**config.mk**
```make
export PLATFORM = sky130hd
export DESIGN_NAME = imm_pack
export DESIGN_NICKNAME = d
export VERILOG_FILES = /design/src/rtl/imm_pkg.sv /design/src/rtl/imm_classify.sv /design/src/rtl/imm_pack.sv
export SDC_FILE = /design/constraint.sdc
export NUM_CORES = 1
export LEC_CHECK = 0
export ABC_CLOCK_PERIOD_IN_PS = 1960
export CAP_MARGIN = 0
export CORE_MARGIN = 5
export CORE_UTILIZATION = 45
export CTS_CLUSTER_SIZE = 8
export DETAILED_ROUTE_END_ITERATION = 10
export PLACE_DENSITY = 0.81
export SYNTH_ARGS = -nofsm -noshare
export SYNTH_HDL_FRONTEND = slang
export SYNTH_SLANG_ARGS = --single-unit
```
**constraint.sdc**
```tcl
create_clock -name clk -period 1.96 [get_ports clk]
set_clock_uncertainty 0.1 [all_clocks]
set_input_delay 0.392 -clock clk [delete_from_list [all_inputs] [get_ports clk]]
set_output_delay 0.392 -clock clk [all_outputs]
set_load 0.03 [all_outputs]
```
**src/rtl/imm_pkg.sv**
```systemverilog
// Shared types and widths for the immediate packer (imm_pack) and the
// immediate extension unit (ext_module). The imm_ctrl encoding is common to
// both, so the expander's IMM_HI19 support comes from this same package.
package imm_pkg;

    localparam int SHORT_W = 13;  // short immediate, ctrl 00 / 01
    localparam int LONG_W  = 26;  // long immediate, ctrl 10
    localparam int HI_W    = 19;  // upper field of a split constant, ctrl 11

    // How ext_module expands an immediate field back to 32 bits.
    typedef enum logic [1:0] {
        IMM_Z13  = 2'b00,  // zero-extend imm[12:0]
        IMM_S13  = 2'b01,  // sign-extend imm[12:0]
        IMM_L26  = 2'b10,  // zero-extend imm[25:0]
        IMM_HI19 = 2'b11   // imm[18:0] << 13
    } imm_ctrl_t;

    // Output sequencer states.
    typedef enum logic [1:0] {
        ST_IDLE = 2'b00,  // no beat presented
        ST_ONE  = 2'b01,  // single-field beat, last
        ST_HI   = 2'b10,  // upper 19 bits of a split constant
        ST_LO   = 2'b11   // lower 13 bits of a split constant, last
    } pack_state_t;

    // Result of classifying one constant. For a split constant, imm/ctrl
    // describe the HI beat; the LO beat is rebuilt from the low 13 bits.
    typedef struct packed {
        imm_ctrl_t         ctrl;
        logic              split;
        logic [LONG_W-1:0] imm;
    } imm_class_t;

endpackage

```
**src/rtl/imm_classify.sv**
```systemverilog
// Purely combinational classifier: picks the smallest immediate field that
// ext_module expands back to exactly the given 32-bit value. Priority is
// Z13, then S13, then L26, otherwise the value must be split in two beats.
module imm_classify
    import imm_pkg::*;
(
    input  logic [31:0] value,
    output imm_class_t  cls
);

    logic fits_z13;
    logic fits_s13;
    logic fits_l26;

    // Field-fit tests. S13 needs bits 31..12 identical so that sign
    // extension of bit 12 reproduces the upper bits.
    always_comb begin
        fits_z13 = (value[31:SHORT_W] == '0);
        fits_s13 = (&value[31:SHORT_W-1]) || (value[31:SHORT_W-1] == '0);
        fits_l26 = (value[31:LONG_W] == '0);
    end

    // First matching field wins; the default is the HI beat of a split.
    always_comb begin
        cls.ctrl  = IMM_HI19;
        cls.split = 1'b1;
        cls.imm   = {{(LONG_W-HI_W){1'b0}}, value[31:SHORT_W]};
        if (fits_z13) begin
            cls.ctrl  = IMM_Z13;
            cls.split = 1'b0;
            cls.imm   = {{(LONG_W-SHORT_W){1'b0}}, value[SHORT_W-1:0]};
        end else if (fits_s13) begin
            cls.ctrl  = IMM_S13;
            cls.split = 1'b0;
            cls.imm   = {{(LONG_W-SHORT_W){1'b0}}, value[SHORT_W-1:0]};
        end else if (fits_l26) begin
            cls.ctrl  = IMM_L26;
            cls.split = 1'b0;
            cls.imm   = value[LONG_W-1:0];
        end
    end

endmodule

```
**src/rtl/imm_pack.sv**
```systemverilog
// Immediate packer: encodes a 32-bit constant into one immediate beat, or two
// beats (upper 19 bits, then lower 13 bits) when no single field fits.
// Optional build macro IMM_PACK_STATS_EN enables the split-encoding counter
// stat_split_cnt; without it the counter output is tied to zero.
//
// Handshake: on each side a transfer happens on a rising clk edge where
// valid && ready are both 1. A producer holding valid keeps its payload
// stable until the transfer; out_valid/imm/imm_ctrl/out_last here are
// registered and hold while out_ready is 0. in_ready depends only on the
// sequencer state and out_ready, never on in_valid.
module imm_pack
    import imm_pkg::*;
#(
    parameter int VALUE_W = 32,  // only 32 is supported
    parameter int STAT_W  = 16
) (
    input  logic               clk,
    input  logic               rst_n,
    input  logic               in_valid,
    output logic               in_ready,
    input  logic [VALUE_W-1:0] in_value,
    output logic               out_valid,
    input  logic               out_ready,
    output logic [LONG_W-1:0]  imm,
    output imm_ctrl_t          imm_ctrl,
    output logic               out_last,
    output logic [STAT_W-1:0]  stat_split_cnt,
    output pack_state_t        dbg_state
);

    pack_state_t        state_q, state_d;
    logic [LONG_W-1:0]  imm_q, imm_d;
    imm_ctrl_t          ctrl_q, ctrl_d;
    logic [SHORT_W-1:0] lo_q, lo_d;
    imm_class_t         cls;
    logic               accept;

    imm_classify u_classify (
        .value (in_value),
        .cls   (cls)
    );

    // Handshake and beat flags derived from the current state.
    always_comb begin
        out_valid = (state_q != ST_IDLE);
        out_last  = (state_q == ST_ONE) || (state_q == ST_LO);
        in_ready  = !out_valid || (out_ready && out_last);
        accept    = in_valid && in_ready;
    end

    // Next-state and next-beat selection.
    always_comb begin
        state_d = state_q;
        imm_d   = imm_q;
        ctrl_d  = ctrl_q;
        lo_d    = lo_q;
        // The low bits are captured on every accept; they are only
        // presented when the constant turns out to be a split.
        if (accept) begin
            lo_d = in_value[SHORT_W-1:0];
        end
        case (state_q)
            ST_IDLE: begin
                if (accept) begin
                    state_d = cls.split ? ST_HI : ST_ONE;
                    imm_d   = cls.imm;
                    ctrl_d  = cls.ctrl;
                end
            end
            ST_HI: begin
                if (out_ready) begin
                    state_d = ST_LO;
                    imm_d   = {{(LONG_W-SHORT_W){1'b0}}, lo_q};
                    ctrl_d  = IMM_Z13;
                end
            end
            ST_ONE, ST_LO: begin
                if (out_ready) begin
                    if (accept) begin
                        state_d = cls.split ? ST_HI : ST_ONE;
                        imm_d   = cls.imm;
                        ctrl_d  = cls.ctrl;
                    end else begin
                        state_d = ST_IDLE;
                    end
                end
            end
            default: state_d = ST_IDLE;
        endcase
    end

    // Sequencer and beat registers; reset discards any beat in flight.
    always_ff @(posedge clk) begin
        if (!rst_n) begin
            state_q <= ST_IDLE;
            imm_q   <= '0;
            ctrl_q  <= IMM_Z13;
            lo_q    <= '0;
        end else begin
            state_q <= state_d;
            imm_q   <= imm_d;
            ctrl_q  <= ctrl_d;
            lo_q    <= lo_d;
        end
    end

    assign imm       = imm_q;
    assign imm_ctrl  = ctrl_q;
    assign dbg_state = state_q;

`ifdef IMM_PACK_STATS_EN
    logic [STAT_W-1:0] stat_q;

    // Count accepted HI beats, saturating at all-ones.
    always_ff @(posedge clk) begin
        if (!rst_n) begin
            stat_q <= '0;
        end else if ((state_q == ST_HI) && out_ready && (stat_q != {STAT_W{1'b1}})) begin
            stat_q <= stat_q + {{(STAT_W-1){1'b0}}, 1'b1};
        end
    end

    assign stat_split_cnt = stat_q;
`else
    assign stat_split_cnt = '0;
`endif

endmodule

```
# Word-level counts from Yosys, hierarchy flattened
# Index checks and enable logic that the tools add are counted.
dict set report word_totals {
  reg_bits 43
  inputBits 36
  output_inout_bits 49
  wordCells 42
}
dict set report op_classes {
  eq_ne 6
  muxes 17
  n_reduce_logical 15
}
# operator count
set ops {}
lappend ops {{$mux 26} 3}
lappend ops {{$pmux 26 s3} 1}
lappend ops {{$mux 29} 2}
lappend ops {{$mux 28} 1}
lappend ops {{$logic_not 20->1} 1}
lappend ops {{$reduce_and 20->1} 1}
lappend ops {{$logic_not 19->1} 1}
lappend ops {{$mux 2} 8}
lappend ops {{$pmux 2 s3} 2}
lappend ops {{$logic_not 6->1} 1}
lappend ops {{$ne 2x2->1 const B} 3}
lappend ops {{$eq 2x2->1 const B} 2}
lappend ops {{$logic_or 1x1->1} 3}
lappend ops {{$reduce_and 3->1} 1}
lappend ops {{$eq 2x1->1 const B} 1}
lappend ops {{$logic_and 1x1->1} 2}
lappend ops {{$logic_not 2->1} 1}
lappend ops {{$reduce_and 2->1} 1}
lappend ops {{$reduce_bool 2->1} 1}
lappend ops {{$reduce_or 2->1} 1}
lappend ops {{$logic_not 1->1} 1}

# Logic depth before layout (Yosys ltp)
dict set report depth {
  depth_word 8
  ltp_mapped 7
}

# By module
# Synthesis repeated with hierarchy kept, for this count alone.
dict set report hier_totals {
  cells_unflattened 229
  area_unflattened_um2 2209.6
}
# mod n_inst cells_each area_each_um2 seq_area_each_um2
set modules_own_cells {}
lappend modules_own_cells {imm_pack 1 172 1775.5 860.8}
lappend modules_own_cells {imm_classify 1 57 434.2 0.0}

# Least setup slack after synthesis
# No wires, ideal clock.
dict set report synth_path {
  path_type {flip-flop to flip-flop}
  startpoint {register with a tool-made name}
  endpoint {register state_q[0] (netlist: dbg_state[0])}
  setup_ns 0.115
  arrival_ns 1.506
  required_time_ns 1.745
  path_slack_ns 0.240
  path_stages_with_launch 7
  synth_period_minus_slack_ns 1.720
  path_cell_list {dfxtp_1 -> mux2i_1 -> a2bb2oi_1 -> buf_2 -> buf_4 -> a31oi_1 -> o21a_1}
}
# element line
set synth_lines {}
lappend synth_lines {{end signal: assignment} imm_pack.sv:100} ;# state_q <= state_d;
lappend synth_lines {{end: declaration} imm_pack.sv:31} ;# pack_state_t state_q, state_d;

# Worst setup path after layout
dict set report layout_path {
  startpoint {input in_value[21]}
  endpoint {register imm_q[17] (netlist: imm[17])}
}
dict set report layout_between {
  elab_chain_cells 7
  elab_cells_between_ends 9
}
# element line
set layout_lines {}
lappend layout_lines {{start: declaration} imm_pack.sv:21} ;# input logic [VALUE_W-1:0] in_value,
lappend layout_lines {{$reduce_and 20->1 / $logic_not 20->1 (equally long branches)} imm_classify.sv:19} ;# fits_s13 = (&value[31:SHORT_W-1]) || (value[31:SHORT_W-1] == '0);
lappend layout_lines {{$logic_or 1x1->1} imm_classify.sv:19}
lappend layout_lines {{$mux 29} imm_classify.sv:32} ;# end else if (fits_s13) begin
lappend layout_lines {{$mux 29 (*)} imm_classify.sv:28} ;# if (fits_z13) begin
lappend layout_lines {{$mux 26 (*)} {imm_pack.sv:64, imm_pack.sv:79}}
lappend layout_lines {{$mux 26} imm_pack.sv:78} ;# if (out_ready) begin
lappend layout_lines {{$pmux 26 s3 (*)} imm_pack.sv:62} ;# case (state_q)
lappend layout_lines {{end signal: assignment} imm_pack.sv:101} ;# imm_q <= imm_d;
lappend layout_lines {{end: declaration} imm_pack.sv:32} ;# logic [LONG_W-1:0] imm_q, imm_d;
# Mark *: on every way between the ends. The rest lies on a longest branch, timed or not. The select of a mux whose other input is x is not followed.
# A chain may end at the register's enable or synchronous reset.

==> results.json <==
{
  "status": "finished, final reports clean",
  "numCtsBuffers": 5,
  "clkTransAtPathRegs_ps": 80,
  "critPathRequiredTime_ps": 2050,
  "worstSetupEndpointType": "flop",
  "setup_violations": 0,
  "final_max_slew_viol_count": 0,
  "grt_pass1_wl_um": 10920,
  "powerDensity_nw_per_um2": 691.1,
  "fp.dieW_um": 82.11,
  "ioPinCount": 85,
  "critPathBufInv": 2,
  "placed_cell_area_um2": 3214,
  "diodes": 0,
  "p_int_mw": 1.600,
  "tns_ps": 0,
  "htreeDepth": 2,
  "p_leak_nw": 1.386,
  "vias": 2310,
  "cp_max_fo": 7,
  "netlist-cell-type-count": 38,
  "min_path_type": "reg2reg",
  "critical_path_class": "in2reg",
  "synth_top_area_share_pct": 36.79,
  "drt_iter0_markers": 137,
  "multi_input_area_um2": 1319,
  "regArea_um2": 860.8,
  "totalWireLength_um": 6634,
  "async_flop_share_pct": 0,
  "num_rows": 26,
  "grt_max_degree": 38,
  "synthToLayoutAreaGrowth_pct": 43.32,
  "avgSynthCellArea_um2": 8.634,
  "start_util_pct": 46.10,
  "hold_ws_ps": 370.4,
  "finalCritPeriodShare_pct": 97.03,
  "p_comb_share_pct": 27.9,
  "crit_arrival_ps": 1990,
  "fillers": 443,
  "final_area_um2": 3353,
  "cts_root_buffer": "clkbuf_8",
  "clkLatencyLatePin_ps": 300,
  "postCtsSetupBuffers": 0,
  "ant_nets": 0,
  "antenna_found_initial": 0,
  "cts_tree": "done",
  "routedWlPerCell_um": 15.46,
  "final_cells": 429,
  "ys_seq_elements": 43,
  "seqPwrFrac_pct": 41.9,
  "slew_headroom_pct": 61.49,
  "cap_violations": 0,
  "slowest_stage": "clkdlybuf4s50_1",
  "slowest_delay_ps": 580,
  "crit_chain": "clkdlybuf4s50_1, nand4_1, nor4_1, nand2_1, buf_4, a32oi_1, nor2b_1",
  "fin_crit_ps": 1902,
  "cp_top_family": "buffers and inverters",
  "die_y_um": 82.11,
  "max-clock-path-buffers": 2,
  "max_slew.worst_pin.slew_ps": 577.0,
  "power_frac_clock_pct": 30.2,
  "via_per_inst": 5.385,
  "core_area_um2": 5075,
  "synth_ff_type": "dfxtp_1",
  "drtPass1Iterations": 4,
  "syn-cell-area_um2": 2340,
  "rsz0062_at_grt": "false",
  "seq_area_frac_synth_pct": 36.79,
  "synth_edf_count": 0,
  "ir_drop_mv": 0.3741,
  "drc_errors": 0,
  "post-place-cells": 421,
  "hold_viol_final": 0,
  "gr-usage-all-layers_pct": 20.78,
  "power_switching_mw": 0.7176,
  "synthCells": 271,
  "gp_congestion": 0.8794,
  "switching_share_pct": 30.97,
  "cts.sinks": 43,
  "yosysWarnings": 0,
  "yosys.area.top_type": "dfxtp_1",
  "synth.area.top_cells": "dfxtp_1 (37%), buf_4 (6.7%), nand2_1 (6.7%), nand3_1 (5.6%), o211ai_2 (5.3%)",
  "maxClockFrequency_ghz": 0.5258,
  "grt_pass1_vias": 2344,
  "cp-start-kind": "input port",
  "overflow": 0,
  "layout-drive-gt1-share_pct": 19.22,
  "fin_util_pct": 66.07,
  "hpwl_um": 5066,
  "nets": 394,
  "die_area_um2": 6741,
  "port_buffers": 68
}
## worst paths after layout
check	start	end	slack (ps)	cells after the start
setup / recovery	in_value[21]	imm[17]	60	7
hold / removal	lo_q[9]	lo_q[9]	370	2
setup reg to reg	flop	imm[20]	320	5
hold reg to reg	lo_q[9]	lo_q[9]	370	2
## synth_stat cells, types with 2 or more instances
master	n
o211ai_1	3
nand2_1	42
nor2b_1	17
clkbuf_1	10
a22o_1	13
nor2_1	3
dfxtp_1	43
o211ai_2	10
buf_4	21
nand3_1	26
a32oi_1	9
buf_2	6
a22oi_1	7
a21boi_0	12
and3_1	13
inv_1	2
a21o_1	6
nor4_1	4
nand4_1	4
and4_1	2
## worst reg2reg max path, cell delays in order (launching register included)
cell     delay, ps
dfxtp_1        370
or2_4          300
a21bo_1        250
nor3_2         310
a22oi_1        100
nor2b_1        140
## kinds of logic after synthesis
kind of cell           Yosys count  synth area share [%]
AOI/OAI and AO/OA               68                 26.31
buffers and inverters           40                 10.43
DFF                             43                 36.79
muxes                            1                0.4278
other                            1                0.1603
and+or+nand+nor                118                 25.88
## timing repair
| item | in CTS | in global routing |
|---|---|---|
| hold buffers | 0 | 0 |
| gates cloned | 0 | 0 |
| gates resized for setup | 5 | 7 |
| pin swaps | 0 | 0 |
| setup endpoints to repair | 8 | 12 |
## power by group through the flow
| stage | logic, mW | clock network [mW] | registers (mW) |
|---|---|---|---|
| 2_1_floorplan | 0.318 | 0 | 1.05 |
| 3_3_place_gp | 0.636 | 0 | 0.988 |
| 3_5_place_dp | 0.646 | 0 | 0.988 |
| 4_1_cts | 0.647 | 0.710 | 0.970 |
| 5_1_grt | 0.693 | 0.748 | 0.978 |
| 6_report | 0.648 | 0.699 | 0.971 |
## metrics by stage
stage	worst slack [ps]	total power, mW
after floorplan	239.6	1.372
after global placement	-327.2	1.623
after detailed placement	-327.7	1.635
after CTS	3.930	2.327
after global routing	1.212	2.420
final	58.21	2.317
## cells in the final DEF, fill, tap and decap left out, types with 2 or more instances in the layout
master,count
clkdlybuf4s50_1,61
dfxtp_1,43
nand2_1,41
buf_4,34
nand3_1,26
nor2b_1,17
conb_1,16
and3_1,13
a22o_1,13
a21boi_0,12
o211ai_2,10
a32oi_1,9
a22oi_1,7
a21o_1,6
clkbuf_8,5
nand4_1,4
o211ai_1,3
dlymetal6s2s_1,3
nand2_2,2
nor2_1,2
nor4_2,2
nor4_1,2
inv_1,2
dlygate4sd2_1,2
buf_12,2
## metal layers
layer / routed length, um / track usage (%) / up-vias
met4: 85 / 7.973 / 0
met5: 0 / 0 / -
met1: 2941 / 26.70 / 1087
met2: 3155 / 34.57 / 89
li1: - / - / 1124
met3: 451 / 3.688 / 10
## area by class of cell
cell class	instances	share of cell area [%]
clock buffers	5	2.052
flip-flops and latches	43	25.67
clock inverters	3	1.306
inverters	2	0.2239
well taps	70	2.612
repair buffers	103	28.81
multi-input cells	203	39.33
## sequential cells by signal (all words and copies together) (netlist names), named ones only
| register | flops |
|---|---|
| imm_ctrl | 2 |
| imm | 26 |
| lo_q | 13 |
| dbg_state | 1 |
Note: power is estimated with default switching activity, not from simulation.
